**src/rtl/fixed_point_divide_pkg.sv**
```systemverilog
// fixed_point_divide_pkg: shared types and constants for the fixed-point divider.
//   state_t          IDLE / BUSY / DONE controller states
//   DEF_Q_BITS       default fractional bits
//   DEF_D_WIDTH      default operand/result width
//   W, CNT_W         iteration count and counter width at the defaults
//   MAX_POS/MAX_NEG  saturation values at the default width
package fixed_point_divide_pkg;
    typedef enum logic [1:0] {IDLE, BUSY, DONE} state_t;
    localparam int DEF_Q_BITS = 10;
    localparam int DEF_D_WIDTH = 32;
    localparam int W = DEF_D_WIDTH + DEF_Q_BITS;
    localparam int CNT_W = $clog2(W + 1);
    localparam logic [DEF_D_WIDTH-1:0] MAX_POS = {1'b0, {(DEF_D_WIDTH-1){1'b1}}};
    localparam logic [DEF_D_WIDTH-1:0] MAX_NEG = {1'b1, {(DEF_D_WIDTH-1){1'b0}}};
endpackage

```
**src/rtl/fixed_point_divide_if.sv**
```systemverilog
// fixed_point_divide_if: operand/result handshake for the divider.
//   dividend, divisor, valid_in   master -> slave
//   quotient, remainder, valid_out slave -> master
interface fixed_point_divide_if #(parameter int D_WIDTH = 32);
    logic [D_WIDTH-1:0] dividend;
    logic [D_WIDTH-1:0] divisor;
    logic               valid_in;
    logic [D_WIDTH-1:0] quotient;
    logic [D_WIDTH-1:0] remainder;
    logic               valid_out;
    modport master (output dividend, divisor, valid_in, input quotient, remainder, valid_out);
    modport slave (input dividend, divisor, valid_in, output quotient, remainder, valid_out);
endinterface

```
**src/rtl/fixed_point_divide.sv**
```systemverilog
// fixed_point_divide: signed Q-format restoring divider, one quotient bit per cycle.
//   clock  rising-edge clock
//   reset  synchronous active-low reset
//   bus    slave side of fixed_point_divide_if (operands in, quotient/remainder/valid_out)
module fixed_point_divide
    import fixed_point_divide_pkg::*;
#(
    parameter int Q_BITS = DEF_Q_BITS,
    parameter int D_WIDTH = DEF_D_WIDTH
) (
    input logic clock,
    input logic reset,
    fixed_point_divide_if.slave bus
);
    localparam int WL = D_WIDTH + Q_BITS;
    localparam int CW = $clog2(WL + 1);
    localparam logic [WL-1:0] Q_MIN = WL'(1) << (D_WIDTH - 1);
    localparam logic [D_WIDTH-1:0] SAT_POS = {1'b0, {(D_WIDTH-1){1'b1}}};
    localparam logic [D_WIDTH-1:0] SAT_NEG = {1'b1, {(D_WIDTH-1){1'b0}}};

    state_t             state;
    logic [CW-1:0]      cnt;
    logic [WL-1:0]      n_reg;
    logic [WL-1:0]      quo;
    logic [D_WIDTH-1:0] rem;
    logic [D_WIDTH-1:0] d_reg;
    logic [D_WIDTH-1:0] a_reg;
    logic               neg;
    logic               zero;

    logic [D_WIDTH-1:0] a_mag, d_mag, q_out, r_out;
    logic [D_WIDTH:0]   r_sh, r_sub;
    logic               ge, over, sat;

    always_comb begin
        a_mag = bus.dividend[D_WIDTH-1] ? -bus.dividend : bus.dividend;
        d_mag = bus.divisor[D_WIDTH-1] ? -bus.divisor : bus.divisor;
        r_sh  = {rem, n_reg[WL-1]};
        r_sub = r_sh - {1'b0, d_reg};
        ge    = r_sh >= {1'b0, d_reg};
        // a negative result may reach one step further, down to the most negative value
        over  = |quo[WL-1:D_WIDTH-1];
        sat   = neg ? (over && quo != Q_MIN) : over;
        q_out = zero ? (a_reg[D_WIDTH-1] ? SAT_NEG : SAT_POS)
              : sat  ? (neg ? SAT_NEG : SAT_POS)
              : neg  ? -quo[D_WIDTH-1:0] : quo[D_WIDTH-1:0];
        r_out = zero ? a_reg : sat ? '0 : a_reg[D_WIDTH-1] ? -rem : rem;
    end

    always_ff @(posedge clock) begin
        if (!reset) begin
            state         <= IDLE;
            cnt           <= '0;
            n_reg         <= '0;
            quo           <= '0;
            rem           <= '0;
            d_reg         <= '0;
            a_reg         <= '0;
            neg           <= 1'b0;
            zero          <= 1'b0;
            bus.quotient  <= '0;
            bus.remainder <= '0;
            bus.valid_out <= 1'b0;
        end else begin
            bus.valid_out <= 1'b0;
            case (state)
                IDLE: if (bus.valid_in) begin
                    n_reg <= WL'(a_mag) << Q_BITS;
                    d_reg <= d_mag;
                    a_reg <= bus.dividend;
                    neg   <= bus.dividend[D_WIDTH-1] ^ bus.divisor[D_WIDTH-1];
                    zero  <= bus.divisor == '0;
                    quo   <= '0;
                    rem   <= '0;
                    cnt   <= '0;
                    state <= BUSY;
                end
                BUSY: begin
                    rem   <= ge ? r_sub[D_WIDTH-1:0] : r_sh[D_WIDTH-1:0];
                    quo   <= {quo[WL-2:0], ge};
                    n_reg <= n_reg << 1;
                    cnt   <= cnt + 1'b1;
                    state <= cnt == CW'(WL - 1) ? DONE : BUSY;
                end
                default: begin
                    bus.quotient  <= q_out;
                    bus.remainder <= r_out;
                    bus.valid_out <= 1'b1;
                    state         <= IDLE;
                end
            endcase
        end
    end
endmodule

```
**src/flat_wrapper.sv**
```systemverilog
// flat-port wrapper written by rule: the top's interface ports become plain ports
module fixed_point_divide_flat import fixed_point_divide_pkg::*;
#(
    parameter int Q_BITS = DEF_Q_BITS,
    parameter int D_WIDTH = DEF_D_WIDTH
)
  (clock, reset, bus_dividend, bus_divisor, bus_valid_in, bus_quotient, bus_remainder, bus_valid_out);
  fixed_point_divide_if #(.D_WIDTH(D_WIDTH)) bus_i ();
  input logic clock;
  input logic reset;
  input wire logic [$bits(bus_i.dividend)-1:0] bus_dividend;
  input wire logic [$bits(bus_i.divisor)-1:0] bus_divisor;
  input wire logic [$bits(bus_i.valid_in)-1:0] bus_valid_in;
  output wire logic [$bits(bus_i.quotient)-1:0] bus_quotient;
  output wire logic [$bits(bus_i.remainder)-1:0] bus_remainder;
  output wire logic [$bits(bus_i.valid_out)-1:0] bus_valid_out;
  assign bus_i.dividend = bus_dividend;
  assign bus_i.divisor = bus_divisor;
  assign bus_i.valid_in = bus_valid_in;
  assign bus_quotient = bus_i.quotient;
  assign bus_remainder = bus_i.remainder;
  assign bus_valid_out = bus_i.valid_out;
  fixed_point_divide #(.Q_BITS(Q_BITS), .D_WIDTH(D_WIDTH)) u_core (.clock(clock), .reset(reset), .bus(bus_i));
endmodule
```
**config.mk**
```make
export PLATFORM = sky130hd
export DESIGN_NAME = fixed_point_divide_flat
export DESIGN_NICKNAME = d
export VERILOG_FILES = /design/src/rtl/fixed_point_divide_pkg.sv /design/src/rtl/fixed_point_divide_if.sv /design/src/rtl/fixed_point_divide.sv /design/src/flat_wrapper.sv
export SDC_FILE = /design/constraint.sdc
export NUM_CORES = 1
export LEC_CHECK = 0
export ABC_AREA = 1
export BUFFER_PORTS_ARGS = -buffer_cell sky130_fd_sc_hd__buf_2
export CAP_MARGIN = 20
export CORE_MARGIN = 2
export CORE_UTILIZATION = 45
export DETAILED_ROUTE_END_ITERATION = 12
export SYNTH_ARGS = -nofsm -noshare
export SYNTH_HDL_FRONTEND = slang
export SYNTH_SLANG_ARGS = --single-unit
```
**constraint.sdc**
```tcl
create_clock -name clock -period 2.6 [get_ports clock]
set_clock_uncertainty 0.1 [all_clocks]
set_input_delay 0.52 -clock clock [delete_from_list [all_inputs] [get_ports clock]]
set_output_delay 0.52 -clock clock [all_outputs]
set_load 0.02 [all_outputs]
```
# [Word-level counts from Yosys, hierarchy flattened]
# Index checks and enable logic that the tools add are counted.
[word_totals] reg_bits=255 in_bits=67
[op_classes] n_addsub=6 order_cmp=1 eq_ne=4 muxes=24 n_bitwise=1 reduce_logical=8
[ops] op="$mux W32" count=12
[ops] op="$pmux W42 S2" count=2
[ops] op="$neg A32 Y32" count=4
[ops] op="$mux W42" count=2
[ops] op="$pmux W32 S2" count=1
[ops] op="$ne A42 B32 Y1 const B" count=1
[ops] op="$ge A33 B32 Y1" count=1
[ops] op="$logic_not A32 Y1" count=1
[ops] op="$sub A32 B32 Y32" count=1
[ops] op="$pmux W6 S2" count=1
[ops] op="$reduce_or A11 Y1" count=1
[ops] op="$add A6 B1 Y6 const B" count=1
[ops] op="$eq A6 B6 Y1 const B" count=1
[ops] op="$mux W6" count=1
[ops] op="$mux W2" count=2
[ops] op="$pmux W2 S2" count=1
[ops] op="$reduce_and A2 Y1" count=2
[ops] op="$eq A2 B1 Y1 const B" count=1
[ops] op="$logic_not A2 Y1" count=1
[ops] op="$mux W1" count=2
[ops] op="$ne A2 B2 Y1 const B" count=1
[ops] op="$reduce_bool A2 Y1" count=1
[ops] op="$reduce_or A2 Y1" count=1
[ops] op="$logic_and A1 B1 Y1" count=1
[ops] op="$xor A1 B1 Y1" count=1

# [Logic depth before layout (Yosys ltp)]
# Gate-level depths: netlist of the first run.
[depth] word_depth=5 ltp_mapped=16 depth_no_buf=16

# [Worst setup path before layout of the first run]
# No wires, ideal clock.
[synth_timing] path_kind="input-to-reg" start="input port bus_dividend[1]" end="register u_core.n_reg[34]" arrival_ns=1.841 required_ns=2.391 setup_slack_ns=0.550 stages=13 cell_sequence="inv_1 > ha_1 > inv_1 > nor3_2 > nand3_1 > nor2_1 > nand3_1 > o21ai_1 > inv_1 > nor2_1 > o21ai_1 > nand2_1 > inv_1"
[synth_via] elab_chain_cells=4
[synth_rtl] item="start: declaration" line_no="flat_wrapper.sv:11" rtl="input wire logic [$bits(bus_i.dividend)-1:0] bus_dividend;"
[synth_rtl] item="$neg A32 Y32" line_no="fixed_point_divide.sv:36" rtl="a_mag = bus.dividend[D_WIDTH-1] ? -bus.dividend : bus.dividend;"
[synth_rtl] item="$mux W32" line_no="fixed_point_divide.sv:36"
[synth_rtl] item="$mux W42" line_no="fixed_point_divide.sv:67" rtl="IDLE: if (bus.valid_in) begin"
[synth_rtl] item="$pmux W42 S2" line_no="fixed_point_divide.sv:66" rtl="case (state)"
[synth_rtl] item="end signal: assignment" line_no="fixed_point_divide.sv:68" rtl="n_reg <= WL'(a_mag) << Q_BITS;"
[synth_rtl] item="end signal: assignment" line_no="fixed_point_divide.sv:81" rtl="n_reg <= n_reg << 1;"
[synth_rtl] item="end: declaration" line_no="fixed_point_divide.sv:23" rtl="logic [WL-1:0] n_reg;"
# Every way passes these cells. The select of a mux whose other input is x is not followed.
# A chain may end at the register's enable or synchronous reset.

# [Final worst setup path of the first run]
[layout_timing] start="register u_core.rem[21]" end="register u_core.rem[25]"
[layout_via] elab_chain_cells=3 elab_cells_between_ends=4 cone_classes="add/sub (1); order compare (1); mux (2)"
[layout_rtl] item="start: declaration" line_no="fixed_point_divide.sv:25" rtl="logic [D_WIDTH-1:0] rem;"
[layout_rtl] item="start signal: assignment" line_no="fixed_point_divide.sv:79" rtl="rem <= ge ? r_sub[D_WIDTH-1:0] : r_sh[D_WIDTH-1:0];"
[layout_rtl] item="$sub A32 B32 Y32 / $ge A33 B32 Y1 (equally long branches)" line_no="fixed_point_divide.sv:39, fixed_point_divide.sv:40"
[layout_rtl] item="$mux W32 (*)" line_no="fixed_point_divide.sv:79"
[layout_rtl] item="$pmux W32 S2 (*)" line_no="fixed_point_divide.sv:66"
# Mark *: on every way between the ends. The rest lies on a longest branch, timed or not.

==> results of run 1 <==
==> per-layer routing <==
metal	routed length (um)	track usage [%]
met1	24700	40.1
met2	24200	47.2
met3	3200	4.94
met4	1730	9.33
met5	13	0
==> cell type report <==
type,instances,area share [%]
diodes,1,0.0139
clock buffers,40,4.58
clock inverters,13,1.04
inverters,322,6.71
multi-input cells,1810,50.9
flip-flops and latches,245,27.2
well taps,455,3.15
repair buffers,182,6.46
==> logic make-up after synthesis <==
| kind of cell | Yosys count | synth area share, % |
|---|---|---|
| xor+xnor | 81 | 4.51 |
| fa+ha+maj | 39 | 3.15 |
| buf+inv | 437 | 11.0 |
| flops | 245 | 31.2 |
| compound gates | 475 | 17.1 |
| simple gates | 1215 | 33.0 |
==> cell usage in the layout, fill, tap and decap left out, types with 15 or more instances in the layout <==
master     instances
nand2_1          661
nor2_1           220
clkbuf_16         29
o32ai_1           36
inv_1            310
ha_1              33
xnor2_1           21
nor2_2            15
o221ai_1          16
nand3_1          200
o21ai_0          139
xor2_1            60
a21oi_1          231
dfxtp_1          245
buf_4             42
nand4_1           34
nor3_1            31
buf_2            130
==> Yosys cell counts, drive strengths merged (3+ instances only) <==
cell type,instances
xor2,60
inv,319
o21a,3
or2,8
dfxtp,245
o31ai,4
ha,38
a21oi,242
nand4,36
o22ai,7
o221ai,16
buf,42
nand3b,11
o21bai,4
nor2,239
nand2,664
o21ai,147
o32ai,36
nand3,210
nor4,9
clkinv,3
clkbuf,71
a31oi,3
o211ai,8
xnor2,21
nor3,35
==> stage by stage <==
step | setup slack, ns | power (mW) | area (sq um) | TNS, ns | std cells
detailed placement | -0.172 | 11.4 | 17000 | -4.73 | 3014
floorplan | 0.550 | 9.21 | 15700 | 0 | 2492
finish | 0.134 | 15.9 | 18000 | 0 | 3068
CTS | 0.0553 | 15.8 | 18000 | 0 | 3067
global placement | -0.277 | 11.4 | 17000 | -8.03 | 3014
global route | -0.00506 | 17.1 | 18000 | -0.00606 | 3068
==> timing repair <==
item | CTS | global route
hold buffers | 0 | 0
cloned | 0 | 0
setup buffers | 0 | 0
gates resized for setup | 3 | 12
endpoints found under the setup margin | 33 | 33
==> power groups by stage <==
| stage | clock network (mW) | logic (mW) | registers [mW] |
|---|---|---|---|
| 2_1_floorplan | 0 | 4.96 | 4.25 |
| 3_3_place_gp | 0 | 7.09 | 4.35 |
| 3_5_place_dp | 0 | 7.09 | 4.35 |
| 4_1_cts | 4.42 | 7.14 | 4.27 |
| 5_1_grt | 4.60 | 8.15 | 4.30 |
| 6_report | 4.36 | 7.27 | 4.28 |
==> worst min path at each step <==
stage	to	slack, ns	depth (start not counted)
6_report	u_core.n_reg[10]$_SDFFE_PN0P_	0.16	3
5_1_grt	u_core.d_reg[1]$_SDFFE_PN0P_	0.16	3
4_1_cts	u_core.d_reg[1]$_SDFFE_PN0P_	0.14	3
3_5_place_dp	u_core.n_reg[10]$_SDFFE_PN0P_	0.33	2
3_3_place_gp	u_core.n_reg[10]$_SDFFE_PN0P_	0.33	2
2_1_floorplan	u_core.n_reg[10]$_SDFFE_PN0P_	0.31	2
==> critical path, cell delays in order (launching register included) <==
cell and delay [ns]:
dfxtp_1 0.45, ha_4 0.38, nand2_1 0.13, nor2_2 0.18
nand2_1 0.14, nor3_4 0.19, nand3_1 0.16, nand4_2 0.15
buf_12 0.20, nand2_1 0.09, nand3_1 0.09, a21oi_1 0.07
==> metrics.txt, run 1 <==
routed wire length 53800 um; number of vias per cell 5.40; Final #Nets 2696; placeable core region 34500 sq um; I/O pin total 132; top_reg_cell synth dfxtp_1; Post-Route Hold Slack 0.164 ns; area used by multi-input combinational logic 9180 sq um; violation count after the first detailed-routing iteration 1220; count of flip-flops with a built-in enable after synthesis 0; pin count of the biggest net entering global routing 77; Yosys warning total 0; library cell used as clock root buffer clkbuf_16; source-to-sink clock delay at the later pin of the worst-skew pair 0.56 ns; transition time at the pin with the least slew margin 0.820 ns; proportion of layout cells with a drive suffix above 1 11.5%; share of the synthesized area in the top cell type 31.2%; half-perimeter wire length after placement 40700 um; Setup crit end kind flop; Internal 9.02 mW; Total Routing Usage GR 29.4%; worst setup path end u_core.rem[25]$_SDFFE_PN0P_; run status completed; DIE WIDTH 191 um; number of different library cells in the post-synthesis netlist 52; highest net fanout along the worst path 34; Crit path arrival time 2.81 ns; maximum clock rate 405 MHz; first-pass GRT wire length 84600 um; net load switching power 6.89 mW; Post-DRT Antenna Nets 0; IO Port Bufs 131; endpoints failing hold 0; worst setup path category reg2reg; Hold Crit Start bus_dividend[0]; Net Sw Frac 43.3%; clock network power share 27.4%; die span in y 191 um; Reg with most FFs u_core.quo; Final period util 94.9%; dominant cell type by area after synthesis dfxtp_1; filler cell count in the final layout 3658; number of instances in the synthesized netlist 2492; total overflow reported by the global router 0; full die area 36500 sq um; launch point of the worst reg-to-reg path u_core.rem[21]$_SDFFE_PN0P_; synthesized net count 2598; sequential element share of the synthesized area 31.2%; top cells by area in the synthesized netlist dfxtp_1, nand2_1, inv_1, a21oi_1, nand3_1; sequential cell fraction of total power 26.9%; average wire per standard cell 17.5 um; clock period minus final worst setup slack 2.47 ns; antenna violations before repair 2; start point of the critical path u_core.rem[21]$_SDFFE_PN0P_; site row count 68; max_cap viols 0; class of the most critical hold timing path in2reg; Post-route DRC 0; Area Overhead vs Synth 14.7%; count of vias placed by the detailed router 16600; post-synthesis register bit count 245; global placer's final weighted congestion 0.990; starting density of the core 45.7%; number of flip-flops in the largest register 42; leak pwr 8.72 nW; Register Area 4900 sq um; combinational power share 45.7%; sink count of the clock tree 245; data required time of the worst path 2.95 ns; Setup crit start kind flop; CTS tree done; maximum number of buffers from clock root to sink 3; reg-to-reg setup timing slack 0.13 ns; Finished Core Util 52.4%; number of levels the H-tree was split into 1; number of cells on the worst reg-to-reg path 11; total iterations of the first detailed-routing run 6; reg-to-reg endpoint u_core.rem[25]$_SDFFE_PN0P_; number of pins with negative max-slew slack in the final report 0; power density cells 881 nW/um^2; # setup viols final 0; Syn Area/Cell 6.31 sq um; number of global-route vias before repair 15300; relative slew slack 44.8%; post-synthesis instance area 15700 sq um; Worst VDD drop 0.000998 V; number of buffers created by CTS 29; share of flip-flops with an asynchronous set or reset 0%; clock transition at the register clock pins on the worst setup and hold paths after CTS 0.06 ns
Power figures use the tool's default switching activity.
==> inputs of run 2 (changes only) <==
Settings changed: ABC_AREA 1 to unset, CORE_MARGIN 2 to 5.
==> run 2 against run 1 <==
- the run now ends with negative setup slack left
- sequential share of layout area is 0.85 points lower
- non-clock buffer count grew 235
- combinational power grew 110%
- clock power is 8.7% lower
- fmax decreased by 17%
- hold slack got worse by 0.0051 ns
- area after synthesis shrank 17%
- global-route usage down 3.9 points
- synthesized cell count shrank 35%
- flip-flop and latch count did not move
- register-to-register slack got worse by 0.52 ns
- largest cell class unchanged
==> metrics.txt, run 2 <==
count of flip-flops with a built-in enable after synthesis 0 (unchanged); data required time of the worst path 2.92 ns (-0.03 ns); instance count after placement with tap cells included 2260 (-25%); most instantiated library cell after synthesis dfxtp_1; half-perimeter wire length after placement 30900 um (-24%); launch point of the worst reg-to-reg path u_core.n_reg[41]$_SDFFE_PN0P_; Crit path arrival time 3.31 ns (+0.50 ns); worst setup slack after layout -0.381 ns (-0.515 ns); IO Port Bufs 131 (unchanged); share of flip-flops with an asynchronous set or reset 0% (unchanged); I/O pin total 132 (unchanged); clock period minus final worst setup slack 2.98 ns (+0.515 ns); number of global-route vias before repair 13100 (-15%); average wire per standard cell 18.8 um (+7.1%); reg-to-reg endpoint u_core.rem[24]$_SDFFE_PN0P_; post-place setup slack -0.840 ns (-0.668 ns); source-to-sink clock delay at the later pin of the worst-skew pair 0.55 ns (about the same); Register Area 4930 sq um (+0.56%); max_cap viols 0 (unchanged); placeable core region 28800 sq um (-16%); number of different library cells in the post-synthesis netlist 64 (+23%); Post-route DRC 0 (unchanged); violation count after the first detailed-routing iteration 714 (-41%); Post-DRT Antenna Nets 0 (unchanged); relative slew slack 50.6% (+5.8 points); dominant cell type by area after synthesis dfxtp_1; Area Overhead vs Synth 42.8%; non-filler cells, final 2357 (-23%); number of instances in the synthesized netlist 1612 (-35%); setup repair after global routing missed its margin true; filler cell count in the final layout 2407 (-34%); DIE WIDTH 181 um (-5.4%); maximum number of buffers from clock root to sink 3 (unchanged); Reg with most FFs u_core.quo; Final #Nets 2056 (-24%); violations in the final reports negative setup slack; Hold Crit Start bus_dividend[17]; total overflow reported by the global router 0 (unchanged); most common library cell in the layout ignoring fill and taps buf_4; cell count of the worst hold path 3 (unchanged); starting density of the core 45.6% (-0.065 points); number of vias per cell 5.68 (+5.2%); Setup crit start kind flop; count of vias placed by the detailed router 13400 (-19%); class of the most critical hold timing path in2reg; sink count of the clock tree 245 (unchanged); routed wire length 44300 um (-18%); Setup crit end kind flop; Hold Path End u_core.a_reg[17]$_SDFFE_PN0P_; run status finished, violations left; clock transition at the register clock pins on the worst setup and hold paths after CTS 0.06 ns (about the same); list of most frequent post-synthesis cells dfxtp_1, a21oi_1, nand2_1, o21ai_0, nor2_1; number of buffers created by CTS 28 (-3.4%); highest net fanout along the worst path 2 (-94%); Total Routing Usage GR 25.6% (-3.9 points); Final period util 115% (+20 points); post-synthesis instance area 13100 sq um (-17%); number of levels the H-tree was split into 1 (unchanged); antenna violations before repair 4 (+2); transition time at the pin with the least slew margin 0.741 ns (-0.0790 ns); synthesized net count 1718 (-34%); global placer's final weighted congestion 0.858 (-13%); die span in y 181 um (-5.4%); full die area 32700 sq um (-10%); number of cells on the worst reg-to-reg path 13 (+2); reg-to-reg setup timing slack -0.38 ns (-0.52 ns); top_reg_cell synth dfxtp_1; share of the synthesized area in the top cell type 37.4% (+6.2 points); endpoints failing hold 0 (unchanged); Syn Area/Cell 8.14 sq um (+29%); total iterations of the first detailed-routing run 5 (-1); site row count 62 (-8.8%); cts-stage hold buffer count 0 (unchanged); Finished Core Util 65.1% (+13 points); CTS tree done; pin count of the biggest net entering global routing 74 (-3.9%); maximum clock rate 335 MHz (-17%); post-synthesis register bit count 245 (unchanged); proportion of layout cells with a drive suffix above 1 36.4% (+25 points); sequential element share of the synthesized area 37.4% (+6.2 points); # setup viols final 108 (+108); power density cells 1270 nW/um^2 (+44%); leak pwr 7.85 nW (-10%); first-pass GRT wire length 69600 um (-18%); Yosys warning total 0 (unchanged); number of pins with negative max-slew slack in the final report 0 (unchanged); Worst VDD drop 0.00118 V (+18%); most frequent cells in the layout buf_4, dfxtp_1, nand2_1, a21oi_1, buf_2; top cells by area in the synthesized netlist dfxtp_1, a21oi_1, o21ai_0, xor2_1, xnor2_1; library cell used as clock root buffer clkbuf_16; number of flip-flops in the largest register 42 (unchanged); area used by multi-input combinational logic 8970 sq um (-2.2%); worst setup path category reg2reg
==> run 2: changes by cell type after synthesis, sizes merged, moves of 26 or more <==
cell and change:
nand2 -501, inv -264, nand3 -192, nor2 -106
a21oi -77, a22o +51, xnor2 +50, a211oi +37
o32ai -36, o31ai +32, buf -30, nand4 -27
clkbuf +26
==> run 2: logic make-up (layout without fill, tap and decap cells) <==
family,count (synthesis),in the layout,share of synthesized area [%]
AOI/OAI and AO/OA,577,577,28.6
and+or+nand+nor,430,430,14.9
DFF,245,245,37.4
buffers and inverters,165,523,4.80
xor gates and xnor gates,144,144,9.61
adders and majority gates,39,39,3.78
muxes,12,12,0.915
other,0,3,0
==> run 2: cell type report <==
cell class              instances  area share [%]
diodes                          3          0.0401
clock buffers                  38            4.31
clock inverters                12           0.688
inverters                      56            1.23
multi-input cells            1202            47.9
flip-flops and latches        245            26.3
well taps                     384            2.56
repair buffers                417            16.9
==> run 2: through the flow <==
step                hold slack [ns]  setup TNS (ns)  area [sq um]  total power [mW]
finish                        0.159          -21.05         18700              23.8
global route                  0.173          -31.52         18700              25.0
CTS                           0.135          -18.19         18200              22.8
detailed placement            0.330          -34.41         16200              15.1
global placement              0.327          -30.96         16200              14.9
floorplan                     0.333           -9.96         13600              11.1
==> run 2: layer usage <==
layer  global-route usage [%]  part of all wire, %
met1                     33.9                   44
met2                     43.5                   48
met3                     3.04                  4.9
met4                     8.20                  3.5
met5                        0                    0
==> run 2: report_power, final <==
| group | internal, mW | switching (mW) | total (mW) |
|---|---|---|---|
| sequential | 4.09 | 0.275 | 4.37 |
| clock | 2.37 | 1.62 | 3.98 |
| combinational | 7.61 | 7.80 | 15.4 |
| total | 14.1 | 9.69 | 23.8 |
==> run 2: how the worst max path moves through the flow <==
stage	from	to	slack (ns)	depth (start not counted)
final	u_core.n_reg[41]$_SDFFE_PN0P_	u_core.rem[24]$_SDFFE_PN0P_	-0.38	13
after global routing	u_core.n_reg[41]$_SDFFE_PN0P_	u_core.rem[24]$_SDFFE_PN0P_	-0.52	13
after CTS	u_core.n_reg[41]$_SDFFE_PN0P_	u_core.rem[24]$_SDFFE_PN0P_	-0.41	13
after detailed placement	bus_dividend[6]	u_core.n_reg[38]$_SDFFE_PN0P_	-0.84	10
after global placement	bus_dividend[6]	u_core.n_reg[38]$_SDFFE_PN0P_	-0.83	10
after floorplan	bus_dividend[6]	u_core.n_reg[38]$_SDFFE_PN0P_	-0.58	10
==> run 2: repair_timing <==
action / 4_1_cts / 5_1_grt
setup endpoints to repair: 111 / 116
buffers inserted: 25 / 21
pin swaps: 88 / 90
gates resized for setup: 185 / 122
cloned: 9 / 1
==> run 2: critical path, stage by stage, from the launching register on <==
cell and delay (ns):
dfxtp_2 0.32, inv_2 0.06, ha_4 0.13, inv_2 0.04, fa_2 0.36, a21o_1 0.19, a221o_1 0.35, a2111oi_4 0.36
o31ai_2 0.12, a21oi_2 0.19, o21ai_2 0.09, a221oi_2 0.30, xor2_1 0.17, o21ai_1 0.06
==> inputs of run 3 (changes only) <==
Settings changed: RECOVER_POWER set to 100, SETUP_SLACK_MARGIN set to 0.2.
==> run 3 against run 2 <==
- the flow still finishes with violations (negative setup slack)
- critical endpoint unchanged
- cell count about the same
- non-clock buffer count up 5
- utilization down 0.061 points
- first-iteration DRC count up 9.7%
- register-to-register slack better by 0.04 ns
- global-route usage grew 0.081 points
- critical path depth stayed put
- hold slack got worse by 0.0075 ns
- sequential power up 1%
- flip-flop and latch count unchanged
- power shrank 4.5%
- critical path type unchanged
==> metrics.txt, run 3 (synthesis results as in run 2) <==
pin count of the biggest net entering global routing 97 (+31%); leak pwr 7.62 nW (-2.9%); clock period minus final worst setup slack 2.94 ns (-0.0373 ns); count of vias placed by the detailed router 13400 (+0.075%); critical path depth in cells 13 (unchanged); most frequent cells in the layout buf_4, dfxtp_1, nand2_1, a21oi_1, nor2_1; combinational power share 61.5% (-3.4 points); CTS tree done; Internal 13.7 mW (-2.6%); placeable core region 28800 sq um (unchanged); worst setup path end u_core.rem[24]$_SDFFE_PN0P_; clock network power share 19.0% (+2.2 points); Area Overhead vs Synth 42.6% (about the same); worst stage delay on the critical path 0.35 ns (about the same); source-to-sink clock delay at the later pin of the worst-skew pair 0.56 ns (about the same); first-pass GRT wire length 69800 um (+0.23%); IO Port Bufs 131 (unchanged); worst setup slack after layout -0.344 ns (+0.0373 ns); chain of cells forming the critical path inv_2 > ha_4 > inv_2 > fa_2 > a21o_1 > a221o_1 > a2111oi_4 > o31ai_1 > a21oi_1 > o21ai_2 > a221oi_2 > xor2_1 > o21ai_1; global placer's final weighted congestion 0.893 (+4.1%); top cell family by delay on the critical path compound AO/OA/AOI/OAI gates; worst setup path category reg2reg; sink count of the clock tree 245 (unchanged); starting density of the core 45.6% (unchanged); Total Power Consumption 22.7 mW (-4.5%); number of global-route vias before repair 13200 (+0.77%); Net Sw Frac 39.7% (-1.1 points); DIE WIDTH 181 um (unchanged); post-place setup slack -0.823 ns (+0.0174 ns); endpoints failing hold 0 (unchanged); reg-to-reg setup timing slack -0.34 ns (+0.04 ns); Antenna Diode Count 0 (-3); Setup crit end kind flop; number of vias per cell 5.68 (about the same); filler cell count in the final layout 2477 (+2.9%); average wire per standard cell 18.7 um (-0.56%); die span in y 181 um (unchanged); number of levels the H-tree was split into 1 (unchanged); data required time of the worst path 2.93 ns (about the same); Hold Crit Start bus_dividend[29]; Setup crit start kind flop; Final period util 113% (-1.4 points); site row count 62 (unchanged); number of cells on the worst reg-to-reg path 13 (unchanged); transition time at the pin with the least slew margin 0.842 ns (+0.101 ns); antenna violations before repair 0 (-4); cts-stage hold buffer count 0 (unchanged); start point of the critical path u_core.n_reg[41]$_SDFFE_PN0P_; setup repair after global routing missed its margin true; proportion of layout cells with a drive suffix above 1 31.6% (-4.8 points); number of buffers created by CTS 28 (unchanged); violation count after the first detailed-routing iteration 783 (+9.7%); maximum number of buffers from clock root to sink 3 (unchanged); max_cap viols 0 (unchanged); Worst VDD drop 0.00102 V (-14%); Crit-path slowest cell fa_2; sequential cell fraction of total power 19.5% (+1.1 points); cell with the most instances on the worst path inv_2; reg-to-reg endpoint u_core.rem[24]$_SDFFE_PN0P_; Reg with most FFs u_core.quo; most common library cell in the layout ignoring fill and taps buf_4; half-perimeter wire length after placement 31000 um (+0.12%); # setup viols final 109 (+0.93%); area used by multi-input combinational logic 8890 sq um (-0.95%); launch point of the worst reg-to-reg path u_core.n_reg[41]$_SDFFE_PN0P_; power density cells 1210 nW/um^2 (-4.4%); Total Routing Usage GR 25.6% (+0.081 points); Finished Core Util 65.0% (about the same); Crit path arrival time 3.28 ns (-0.03 ns); relative slew slack 43.9% (-6.7 points); Register Area 4930 sq um (-0.13%); I/O pin total 132 (unchanged); total overflow reported by the global router 0 (unchanged); clock transition at the register clock pins on the worst setup and hold paths after CTS 0.06 ns (about the same); net load switching power 9.00 mW (-7.1%); Post-route DRC 0 (unchanged); Final #Nets 2061 (+0.24%); WP buf/inv 2 (unchanged); maximum clock rate 340 MHz (+1.3%); total iterations of the first detailed-routing run 5 (unchanged); class of the most critical hold timing path in2reg; cell count of the worst hold path 3 (unchanged); library cell used as clock root buffer clkbuf_16; Post-DRT Antenna Nets 0 (unchanged); violations in the final reports negative setup slack; routed wire length 44100 um (-0.47%); number of pins with negative max-slew slack in the final report 0 (unchanged); number of flip-flops in the largest register 42 (unchanged); highest net fanout along the worst path 2 (unchanged); full die area 32700 sq um (unchanged); run status finished, violations left
run 3: changes by cell type in the layout (fill, tap and decap cells not counted), sizes merged:
cell      previous run  this run
buf                416       352
clkinvlp             3         5
clkinv               8         6
bufinv               2         6
clkbuf              39       104
diode                3         0
run 3: worst min path at each step:
stage,end,slack (ns)
after floorplan,u_core.n_reg[10]$_SDFFE_PN0P_,0.33
after detailed placement,u_core.bus.quotient[23]$_SDFFE_PN0P_,0.33
after global placement,u_core.bus.quotient[23]$_SDFFE_PN0P_,0.33
after global routing,u_core.a_reg[28]$_SDFFE_PN0P_,0.16
final,u_core.a_reg[29]$_SDFFE_PN0P_,0.15
after CTS,u_core.a_reg[30]$_SDFFE_PN0P_,0.14
run 3: power by group through the flow:
stage               sequential [mW]  combinational (mW)  clock, mW
CTS                            4.40                13.3       4.36
floorplan                      4.49                7.16          0
finish                         4.42                14.0       4.32
detailed placement             4.48                10.9          0
global route                   4.45                15.0       4.54
global placement               4.47                10.8          0
run 3: final cells by class:
cell class,count,share of cell area [%]
Multi-Input combinational cell,1202,47.5
Sequential cell,245,26.3
Timing Repair Buffer,422,17.1
Clock buffer,34,3.97
Tap cell,384,2.57
Clock inverter,16,1.38
Inverter,56,1.20
run 3: worst min-delay path: stages:
cell and delay (ns):
buf_2 0.12, nand2_1 0.06, a21oi_1 0.06
run 3: timing repair:
item                                    4_1_cts  5_1_grt
endpoints found under the setup margin      122      125
pin swaps                                    78       71
gates cloned                                  9        0
resized for setup                           132       62
buffers inserted                             23       13
run 3: routing by layer:
metal / routed length, um / up-vias / GRT usage, %
li1: - / 6549 / -
met1: 19100 / 6435 / 33.6
met2: 21200 / 342 / 43.8
met3: 2280 / 73 / 3.72
met4: 1460 / 0 / 8.11
met5: 0 / - / 0
run 3: stage by stage:
step                area [sq um]  instances  hold slack [ns]  TNS [ns]
CTS                        18400       2346            0.137    -20.63
finish                     18700       2359            0.151    -25.63
global placement           16500       2264            0.333    -29.80
detailed placement         16500       2264            0.335    -31.88
floorplan                  13900       1612            0.333    -10.81
global route               18700       2359            0.156    -41.29
